File: config.mk
export PLATFORM = sky130hd
export DESIGN_NAME = bin2bcd_seq
export DESIGN_NICKNAME = d
export VERILOG_FILES = /design/src/rtl/bin2bcd_pkg.sv /design/src/rtl/bcd_add3.sv /design/src/rtl/bin2bcd_seq.sv
export SDC_FILE = /design/constraint.sdc
export NUM_CORES = 1
export LEC_CHECK = 0
export BUFFER_PORTS_ARGS = -buffer_cell sky130_fd_sc_hd__buf_2
export CORE_MARGIN = 4
export CORE_UTILIZATION = 60
export CTS_CLUSTER_DIAMETER = 50
export DETAILED_ROUTE_END_ITERATION = 7
export GPL_TIMING_DRIVEN = 0
export PLACE_DENSITY = 0.79
export SYNTH_ARGS = -nofsm -noshare
export SYNTH_HDL_FRONTEND = slang
export SYNTH_HIERARCHICAL = 1
export SYNTH_SLANG_ARGS = --single-unit
File: constraint.sdc
create_clock -name clk -period 3.5 [get_ports clk]
set_input_delay 0.175 -clock clk [delete_from_list [all_inputs] [get_ports clk]]
set_output_delay 0.175 -clock clk [all_outputs]
set_load 0.05 [all_outputs]
File: src/rtl/bin2bcd_pkg.sv
// Shared types and constants for the sequential double-dabble binary-to-BCD converter.
package bin2bcd_pkg;

    localparam int NIBBLE = 4;

    typedef enum logic [1:0] {
        IDLE  = 2'd0,
        SHIFT = 2'd1,
        DONE  = 2'd2
    } state_t;

    // Smallest digit count whose decimal range covers every WIDTH-bit value.
    function automatic int min_digits(input int width);
        longint max_value;
        longint power;
        int     digits;
        max_value = (longint'(1) <<< width) - 1;
        power     = 1;
        digits    = 0;
        while (power <= max_value) begin
            power  = power * 10;
            digits = digits + 1;
        end
        if (digits == 0) begin
            digits = 1;
        end
        return digits;
    endfunction

endpackage

File: src/rtl/bcd_add3.sv
// One double-dabble correction cell: a nibble of 5 or more gets 3 added before the shift.
module bcd_add3
    import bin2bcd_pkg::*;
(
    input  logic [NIBBLE-1:0] value,
    output logic [NIBBLE-1:0] result
);

    assign result = (value >= 4'd5) ? value + 4'd3 : value;

endmodule

File: src/rtl/bin2bcd_seq.sv
// Sequential shift-add-3 binary-to-BCD converter with a start/busy/done handshake.
// Define BIN2BCD_LZ_BLANK_EN to add the registered leading-zero blanking output.
module bin2bcd_seq
    import bin2bcd_pkg::*;
#(
    parameter int WIDTH  = 12,
    parameter int DIGITS = 4
) (
    input  logic                     clk,
    input  logic                     rst,
    input  logic                     start,
    input  logic [WIDTH-1:0]         bin,
    output logic                     busy,
    output logic                     done,
    output logic [NIBBLE*DIGITS-1:0] bcd
`ifdef BIN2BCD_LZ_BLANK_EN
    ,
    output logic [DIGITS-1:0]        blank
`endif
);

    localparam int BCD_W = NIBBLE * DIGITS;
    localparam int SR_W  = BCD_W + WIDTH;
    localparam int CNT_W = $clog2(WIDTH + 1);

    generate
        if (DIGITS < min_digits(WIDTH)) begin : g_digits_check
            $error("bin2bcd_seq: DIGITS=%0d cannot hold 2^%0d-1", DIGITS, WIDTH);
        end
    endgenerate

    state_t             state;
    state_t             state_next;
    logic [SR_W-1:0]    sr;
    logic [BCD_W-1:0]   adj;
    logic [SR_W-1:0]    adj_full;
    logic [CNT_W-1:0]   count;

    for (genvar i = 0; i < DIGITS; i++) begin : g_add3
        bcd_add3 u_add3 (
            .value  (sr[WIDTH + NIBBLE*i +: NIBBLE]),
            .result (adj[NIBBLE*i +: NIBBLE])
        );
    end

    // Corrected digits over the untouched binary tail; shifting this is one full step.
    assign adj_full = {adj, sr[WIDTH-1:0]};

    // NOTE: sequential state uses non-blocking assignments so every register samples pre-edge values.
    always_ff @(posedge clk) begin
        if (rst) begin
            state <= IDLE;
        end else begin
            state <= state_next;
        end
    end

    always_comb begin
        state_next = state;
        case (state)
            IDLE:    if (start) state_next = SHIFT;
            SHIFT:   if (count == CNT_W'(WIDTH - 1)) state_next = DONE;
            DONE:    state_next = IDLE;
            default: state_next = IDLE;
        endcase
    end

    always_comb begin
        busy = (state == SHIFT) || (state == DONE);
    end

`ifdef BIN2BCD_LZ_BLANK_EN
    logic [DIGITS-1:0] blank_next;
    logic              zero_above;

    // NOTE: every combinational output gets a default first so no latch is inferred.
    always_comb begin
        blank_next = '0;
        zero_above = 1'b1;
        for (int i = DIGITS - 1; i >= 1; i--) begin
            zero_above    = zero_above & (sr[WIDTH + NIBBLE*i +: NIBBLE] == '0);
            blank_next[i] = zero_above;
        end
    end
`endif

    always_ff @(posedge clk) begin
        if (rst) begin
            sr    <= '0;
            count <= '0;
            done  <= 1'b0;
            bcd   <= '0;
`ifdef BIN2BCD_LZ_BLANK_EN
            blank <= '0;
`endif
        end else begin
            done <= 1'b0;
            case (state)
                IDLE: begin
                    if (start) begin
                        sr    <= {{BCD_W{1'b0}}, bin};
                        count <= '0;
                    end
                end
                SHIFT: begin
                    sr    <= adj_full << 1;
                    count <= count + CNT_W'(1);
                end
                DONE: begin
                    bcd  <= sr[SR_W-1 -: BCD_W];
                    done <= 1'b1;
`ifdef BIN2BCD_LZ_BLANK_EN
                    blank <= blank_next;
`endif
                end
                default: ;
            endcase
        end
    end

endmodule

---- Yosys cells after proc, flatten, opt, wreduce, memory -nomap -nowiden ----
Cells that the tools add are included.
operators by class
  $add $sub $neg .......................... 5
  magnitude comparators ................... 4
  equality and inequality tests ........... 5
  mux-type cells .......................... 12
  reduce and logical (&&, ||, !) cells .... 5
operator list
  operator             count
  $pmux 28 s2          1
  $mux 28              1
  $ge 4x3->1 const B   4
  $mux 4               4
  $add 4x2->4 const B  3
  $pmux 4 s2           1
  $add 4x1->4 const B  1
  $eq 4x4->1 const B   1
  $mux 2               2
  $ne 2x2->1 const B   2
  $pmux 2 s2           1
  $reduce_and 2->1     2
  $add 3x2->3 const B  1
  $mux 3               1
  $eq 2x1->1 const B   1
  $eq 2x2->1 const B   1
  $logic_not 2->1      1
  $reduce_bool 2->1    1
  $logic_or 1x1->1     1
  $mux 1               1
word-level totals
  register bits after elaboration ......... 51
  input bits .............................. 15
  output and inout bits ................... 18
  word-level logic and storage cells ...... 36

---- Depth between registers and ports, before layout ----
Gate-level depths: netlist of run 1.
  word-level depth ........................ 3
  gate-level depth with buffers ........... 7

---- Cells and area by module ----
The synthesis of run 1 kept the hierarchy.
by module, submodules not included
  module       times used  cells an instance  area an instance (um^2)  sequential area each (um^2)
  bin2bcd_seq  1           206                2142.1                   1021.0
  bcd_add3     4           16                 101.3                    0.0

---- Least setup slack after synthesis of run 1 ----
No wires, ideal clock.
  kind .................................... register -> register
  start point ............................. register state[0]
  end point ............................... register sr[2]
  setup time .............................. 86 ps
  data arrival time ....................... 1402 ps
  required time ........................... 3414 ps
  path slack .............................. 2012 ps
  stages on the path, launching flop included .. 6
  cell sequence ........................... dfxtp_1 inv_1 ha_1 mux2_4 clkbuf_8 a211oi_1
on the way
  word-level cells in the longest chain between the ends .. 3
RTL lines
  element                                                           RTL line            RTL
  start: declaration                                                bin2bcd_seq.sv:32   state_t state;
  start signal: assignment                                          bin2bcd_seq.sv:54   state <= state_next;
  $eq 2x1->1 or $logic_not 2->1 (tied branches)                     bin2bcd_seq.sv:98   case (state)
  $reduce_bool 2->1 (no source line) or $ne 2x2->1 (tied branches)  --
  $reduce_and 2->1 (no source line)                                 --
  end signal: assignment                                            bin2bcd_seq.sv:101  sr <= {{BCD_W{1'b0}}, bin};
  end signal: assignment                                            bin2bcd_seq.sv:106  sr <= adj_full << 1;
  end: declaration                                                  bin2bcd_seq.sv:34   logic [SR_W-1:0] sr;
Several ways; a longest one is shown, not always the timed one.
A chain may end at the register's enable or synchronous reset.

---- Worst setup path after layout of run 1 ----
  start point ............................. register state[0]
  end point ............................... register count[0]
on the way
  word-level cells in the longest chain between the ends .. 3
RTL lines
  element                                                           RTL line            RTL
  $eq 2x1->1 or $logic_not 2->1 (tied branches)                     bin2bcd_seq.sv:98
  $reduce_bool 2->1 (no source line) or $ne 2x2->1 (tied branches)  --
  $reduce_and 2->1 (no source line)                                 --
  end signal: assignment                                            bin2bcd_seq.sv:107  count <= count + CNT_W'(1);
  end: declaration                                                  bin2bcd_seq.sv:37   logic [CNT_W-1:0] count;
Several ways; a longest one is shown, not always the timed one.

==> results of run 1 <==
[metal layers]
layer / routed length [um] / up-vias
met5: 0 / -
met4: 68 / 0
met3: 155 / 7
met2: 2360 / 32
met1: 2470 / 937
li1: - / 1000
[final cells by class]
| type | count | area [um^2] | share of cell area (%) |
|---|---|---|---|
| clock buffer | 6 | 72.6 | 2.58 |
| multi-input combinational | 188 | 1360 | 48.2 |
| tap | 50 | 62.6 | 2.22 |
| timing repair buffer | 31 | 155 | 5.51 |
| inverter | 10 | 37.5 | 1.33 |
| sequential | 51 | 1020 | 36.2 |
| buffer | 17 | 110 | 3.91 |
[power by group]
part	internal [mW]	total (mW)	leakage, nW	switching (mW)
sequential	0.608	0.624	0.414	0.0163
combinational	0.106	0.265	0.696	0.158
clock	0.134	0.310	0.0371	0.177
total	0.848	1.20	1.15	0.351
[path summary, 6_finish.rpt]
check / end / slack (ns)
worst max-delay path: count[0]$_SDFFE_PP0P_ / 1.72
worst min-delay path: sr[0]$_SDFFE_PP0P_ / 0.14
worst max register to register: count[0]$_SDFFE_PP0P_ / 1.72
worst min register to register: sr[0]$_SDFFE_PP0P_ / 0.48
[sequential cells by signal (all words and copies together), names as in the netlist]
register  count
bcd          16
count         4
done          1
sr           28
state         2
[critical path, stage by stage, from the launching register on]
cell	delay (ns)
sky130_fd_sc_hd__dfxtp_1	0.34
sky130_fd_sc_hd__inv_1	0.11
sky130_fd_sc_hd__ha_1	0.37
sky130_fd_sc_hd__mux2i_4	0.48
sky130_fd_sc_hd__buf_6	0.21
sky130_fd_sc_hd__nand2_1	0.07
sky130_fd_sc_hd__a21oi_1	0.13
[per-stage QoR]
stage          utilization (%)  setup WS (ns)  hold WS [ns]  total power [mW]  cells
3_3_place_gp              68.1           1.84         0.441             0.893    347
2_1_floorplan                -           2.01         0.339             0.844    266
3_5_place_dp              68.1           1.75         0.463             0.903    347
6_report                  69.9           1.72         0.144              1.20    353
4_1_cts                   69.9           1.72         0.137              1.21    353
5_1_grt                   69.9           1.61         0.153              1.26    353
==> impl_results.rst, run 1 <==
.. list-table::
   :header-rows: 1

   * - Metric
     - Value
   * - Final Skew
     - between 0.006 and 0.007 ns
   * - Overall overflow remaining after global route
     - 0
   * - Gate Count Post-Synth
     - 266
   * - Initial antenna violation count
     - 0
   * - Routing usage on met2
     - roughly a third
   * - Max Clk Rate
     - 562 MHz
   * - Crit Path Category
     - reg2reg
   * - Origin of the critical flop-to-flop path
     - state[0]$_SDFFE_PP0P_
   * - Design area
     - approximately 2800 um^2
   * - MaxCap Viol Count
     - 0
   * - Detailed placement HPWL
     - roughly 3500 um
   * - Number of vias after detailed routing
     - 1,976
   * - CP Launch Type
     - register
   * - Syn nets
     - ~290
   * - Data required time at the worst endpoint
     - 3.72 ns
   * - Crit path DAT
     - 2.00 ns
   * - GR met3 Demand/Resource
     - 4.13%
   * - TNS Setup
     - 0 ns
   * - Tightest Pin Transition
     - roughly 0.6 ns
   * - # Post-CTS Setup Buffers
     - 0
   * - Overall die width
     - 72.9 um
   * - Number of cells traversed by the worst register-to-register path
     - 6
   * - FILL cells
     - 338
   * - Final nets
     - approximately 330
   * - Post-Place Cell Area
     - between 2000 and 3000 um^2
   * - Mean routed wirelength per cell
     - 14.3 um
   * - Syn. warnings
     - 6
   * - Worst IR drop on VDD
     - between 0.0002 and 0.0003 V
   * - Clock Latency Late Sink
     - 0.30 ns
   * - Run status
     - complete, no violations
   * - Max transition margin
     - 61.1%
   * - Global-route met1 utilization
     - 28.1%
   * - Core area
     - 4030 um^2
   * - Drt drc
     - 0
   * - Leakage dissipation
     - 1.15 nW
   * - Clock Path Buffers
     - 2
   * - Total number of placement rows
     - 23
   * - Post-synthesis to final-layout area growth
     - 11.5%
   * - Root buffer cell
     - sky130_fd_sc_hd__clkbuf_8
   * - Post-cts gate resize count
     - 0
   * - CTS H-tree lvls
     - 2
   * - First-pass iteration count of the detailed router
     - 7
   * - Post-synthesis instance area
     - about 2500 um^2
   * - Number of failing hold endpoints at the final stage
     - 0
   * - Final RePlAce weighted congestion
     - 0.827
   * - Post-route antenna net violation count
     - 0
   * - Number of hold-repair buffers added at the cts stage
     - 0
   * - Total Die Area
     - 5310 um^2
   * - Final period utilization
     - 50.8%
   * - Time the final worst path needs with I/O delays and setup
     - 1.78 ns
   * - Pin count of the biggest net entering global routing
     - 14
   * - Die height
     - 72.9 um
   * - First-pass GRT wire length
     - 8710 um
   * - Max-slew violation count
     - 0
   * - Final setup violation count
     - 0
   * - Post-synthesis average cell area
     - 9.50 um^2
   * - Via-to-Cell Ratio
     - approximately 5.6
   * - Endpoint class of the critical path
     - register
   * - Total CTS buffers
     - 5
   * - Initial Utilization
     - 62.7%
   * - TritonCTS clock tree
     - yes
   * - Antenna diode count
     - 0
   * - Routed Wire Length
     - 5050 um
   * - Global route hottest layer
     - met2
   * - Startpoint of the most critical setup path
     - state[0]$_SDFFE_PP0P_
   * - Buffers added on ports
     - 31
   * - Ports placed on the boundary
     - 33
   * - Power per cell area
     - 425 nW/um^2
   * - Worst-path fanout max
     - 10
   * - Number of DRC markers after the initial detailed-route iteration
     - 164
   * - Setup repair after global routing missed its margin
     - false
   * - Clock tree sinks
     - 51
   * - Kind of path behind the tightest hold check
     - in2reg
   * - Clock-pin slew on the worst setup and hold paths
     - about 0.08 ns
   * - Most frequent cells in the layout
     - sky130_fd_sc_hd__dfxtp_1 (51), sky130_fd_sc_hd__nor2_1 (48), sky130_fd_sc_hd__buf_2 (36), sky130_fd_sc_hd__mux2i_1 (32), sky130_fd_sc_hd__nand2_1 (18)
   * - Total global-route track usage
     - roughly a fifth
   * - Worst Hold Launch
     - bin[0]
   * - Layout cell share with drive strength beyond 1
     - 20.5%
   * - Commonest non-fill, non-tap cell in the layout
     - sky130_fd_sc_hd__dfxtp_1
   * - Via count of the first global-routing pass
     - 1,908
   * - Hold path depth
     - 3
No activity file was read; power rests on OpenSTA's default activity.
==> run 2: changes to the inputs <==
--- a/config.mk
+++ b/config.mk
@@ -5,13 +5,14 @@
 export SDC_FILE = /design/constraint.sdc
 export NUM_CORES = 1
 export LEC_CHECK = 0
+export ABC_AREA = 1
 export BUFFER_PORTS_ARGS = -buffer_cell sky130_fd_sc_hd__buf_2
 export CORE_MARGIN = 4
-export CORE_UTILIZATION = 60
+export CORE_UTILIZATION = 52
 export CTS_CLUSTER_DIAMETER = 50
 export DETAILED_ROUTE_END_ITERATION = 7
 export GPL_TIMING_DRIVEN = 0
-export PLACE_DENSITY = 0.79
+export PLACE_DENSITY = 0.73
 export SYNTH_ARGS = -nofsm -noshare
 export SYNTH_HDL_FRONTEND = slang
 export SYNTH_HIERARCHICAL = 1
==> constraint.sdc (replaced) <==
create_clock -name clk -period 1.6 [get_ports clk]
set_input_delay 0.08 -clock clk [delete_from_list [all_inputs] [get_ports clk]]
set_output_delay 0.08 -clock clk [all_outputs]
set_load 0.05 [all_outputs]
==> impl_results.rst, run 2 <==
.. list-table::
   :header-rows: 1

   * - Metric
     - Value
   * - Proportion of total power due to net switching
     - 45.5%
   * - Kind of path behind the tightest hold check
     - in2reg
   * - Initial Utilization
     - 54.5%
   * - Layout cell share with drive strength beyond 1
     - a little under a quarter
   * - Final RePlAce weighted congestion
     - 0.821
   * - Clock-pin slew on the worst setup and hold paths
     - 0.10 ns
   * - TNS Setup
     - 0 ns
   * - Global-route met1 utilization
     - 22.6%
   * - MaxCap Viol Count
     - 0
   * - Tightest Pin Transition
     - slightly below 0.5 ns
   * - Top Family by Delay on Critical Path
     - buffers and inverters
   * - Final Skew
     - 0.0129 ns
   * - Max Clk Rate
     - between 600 and 700 MHz
   * - Core area
     - 4790 um^2
   * - Overall overflow remaining after global route
     - 0
   * - Clock tree sinks
     - 51
   * - GR met3 Demand/Resource
     - 4.20%
   * - CTS H-tree lvls
     - 2
   * - Root buffer cell
     - sky130_fd_sc_hd__clkbuf_8
   * - Cell-internal power
     - about 2.6 mW
   * - Antenna diode count
     - 0
   * - Crit path DAT
     - 1.66 ns
   * - Crit Path Category
     - reg2reg
   * - Mean routed wirelength per cell
     - around 11 um
   * - Time the final worst path needs with I/O delays and setup
     - 1.45 ns
   * - Number of flip-flops under the largest register name
     - 28
   * - Pin count of the biggest net entering global routing
     - 17
   * - Part of the total power dissipated in the clock network
     - between 10% and 20%
   * - Total Die Area
     - a little over 6000 um^2
   * - Syn nets
     - 397
   * - Post-Place Cell Area
     - 2850 um^2
   * - Origin of the critical flop-to-flop path
     - state[1]$_SDFFE_PP0P_
   * - Final period utilization
     - a little over 90%
   * - Top reg by flops
     - sr
   * - Routing usage on met2
     - 30.1%
   * - Clock Latency Late Sink
     - just over 0.3 ns
   * - Buffers added on ports
     - 32
   * - Setup repair after global routing missed its margin
     - false
   * - Endpoint class of the critical path
     - register
   * - Gate Count Post-Synth
     - 369
   * - Reg-to-Reg End
     - sr[4]$_SDFFE_PP0P_
   * - Registers with the highest flip-flop counts
     - sr x28, bcd x16, count x4
   * - Post-synthesis to final-layout area growth
     - 14.2%
   * - Sequence of cells on the critical path
     - inv_1 -> ha_2 -> nand2_2 -> nand2_4 -> inv_4 -> buf_8 -> buf_12 -> nor2_2 -> nor2_1
   * - Total global-route track usage
     - between 10% and 20%
   * - Number of failing hold endpoints at the final stage
     - 0
   * - Commonest non-fill, non-tap cell in the layout
     - sky130_fd_sc_hd__nand2_1
   * - Comb pwr share
     - a little under half
   * - First-pass iteration count of the detailed router
     - 4
   * - Final nets
     - approximately 440
   * - Max-slew violation count
     - 0
   * - Max transition margin
     - ~68%
   * - CP Depth
     - 9
   * - Worst R2R Setup Slack
     - approximately 0.15 ns
   * - Number of cells traversed by the worst register-to-register path
     - 9
   * - Post-synthesis instance area
     - between 2000 and 3000 um^2
   * - Clock Path Buffers
     - 2
   * - Ports placed on the boundary
     - 33
   * - Total number of placement rows
     - 25
   * - Number of buffer and inverter instances along the worst setup path
     - 4
   * - Leakage dissipation
     - approximately 1.3 nW
   * - Global route hottest layer
     - met2
   * - Drt drc
     - 0
   * - WHS Endpoint
     - sr[0]$_SDFFE_PP0P_
   * - First-pass GRT wire length
     - 9050 um
   * - Routed Wire Length
     - about 5200 um
   * - Sequential power share
     - 36.3%
   * - Most frequent cells in the layout
     - sky130_fd_sc_hd__nand2_1 (100), sky130_fd_sc_hd__nor2_1 (61), sky130_fd_sc_hd__dfxtp_1 (50), sky130_fd_sc_hd__o21ai_0 (34), sky130_fd_sc_hd__buf_2 (32)
   * - Syn. warnings
     - 6
   * - Power per cell area
     - 1620 nW/um^2
   * - Post-route antenna net violation count
     - 0
   * - Highest cell delay on the worst timing path
     - 0.33 ns
   * - Slowest cell on the critical path
     - sky130_fd_sc_hd__dfxtp_1
   * - Overall die width
     - 78.8 um
   * - CP Launch Type
     - register
   * - Detailed placement HPWL
     - 3770 um
   * - Total CTS buffers
     - 5
   * - Worst Hold Launch
     - bin[0]
   * - Die height
     - around 79 um
   * - Via count of the first global-routing pass
     - a little over 2k
   * - NetSw
     - 2.19 mW
   * - Design area
     - 2980 um^2
   * - Number of DRC markers after the initial detailed-route iteration
     - 85
   * - Post-synthesis average cell area
     - roughly 7.1 um^2
   * - Worst IR drop on VDD
     - 0.000986 V
   * - Data required time at the worst endpoint
     - 1.80 ns
   * - Number of vias after detailed routing
     - approximately 2.3k
   * - Worst-path fanout max
     - 10
   * - Final setup violation count
     - 0
   * - Run status
     - complete, no violations
   * - Via-to-Cell Ratio
     - 4.78
   * - Hold path depth
     - 3
   * - TritonCTS clock tree
     - yes
   * - Initial antenna violation count
     - 0
run 2: changes by cell type in the layout (fill, tap and decap cells not counted), sizes merged, moves of 4 or more:
cell,change
a211oi,-12
inv,+21
a21oi,+18
mux2i,-33
nand2,+89
o21ai,+30
clkbuf,+4
nor2,+31
xnor2,-4
nand2b,-12
nand3,+9
buf,-4
a32oi,-17
nand3b,-4
run 2: final cells by class:
class | count | area, um^2
fillers | 470 | 1810
multi-input cells | 274 | 1390
flip-flops and latches | 51 | 1020
repair buffers | 34 | 175
inverters | 30 | 115
plain buffers | 14 | 95.1
well taps | 67 | 83.8
clock buffers | 6 | 82.6
clock inverters | 2 | 13.8
run 2: repair_timing:
item,CTS,global route
hold buffers,0,0
buffers inserted,0,2
gates resized for setup,2,9
pin swaps,1,0
endpoints found under the setup margin,7,32
run 2: tightest hold or removal path, stage by stage:
cell and delay, ns:
sky130_fd_sc_hd__buf_2 0.10, sky130_fd_sc_hd__nand3_1 0.07, sky130_fd_sc_hd__a21oi_1 0.05
run 2: power groups by stage:
stage	Combinational, mW	Sequential (mW)	Clock (mW)
floorplan	1.24	2.31	0
CTS	2.25	1.75	0.815
finish	2.28	1.75	0.788
global placement	2.22	1.77	0
global route	2.53	1.79	0.861
detailed placement	2.24	1.78	0
run 2: worst max-delay path by stage:
stage | endpoint | from | slack (ns)
CTS | sr[4]$_SDFFE_PP0P_ | state[0]$_SDFFE_PP0P_ | 0.0003
global placement | bcd[15]$_SDFFE_PP0P_ | state[0]$_SDFFE_PP0P_ | 0.02
global route | sr[4]$_SDFFE_PP0P_ | state[0]$_SDFFE_PP0P_ | 0.01
detailed placement | bcd[15]$_SDFFE_PP0P_ | state[0]$_SDFFE_PP0P_ | -0.03
floorplan | sr[10]$_SDFFE_PP0P_ | state[0]$_SDFFE_PP0P_ | 0.16
finish | sr[4]$_SDFFE_PP0P_ | state[1]$_SDFFE_PP0P_ | 0.15
run 2: metal layers:
layer / vias up / routed length [um]
li1: 1237 / -
met1: 1000 / 2500
met2: 42 / 2440
met3: 6 / 224
met4: 0 / 49
met5: - / 0
run 2: per-stage QoR:
stage	total power, mW	std cells	setup slack (ns)	hold WS, ns	util [%]
after detailed placement	4.02	468	-0.0253	0.364	59.6
final	4.82	478	0.147	0.0344	62.2
after CTS	4.82	476	0.000299	0.0264	61.7
after floorplan	3.55	369	0.160	0.240	-
after global placement	3.99	468	0.0239	0.355	59.6
after global routing	5.18	478	0.0132	0.0539	62.2
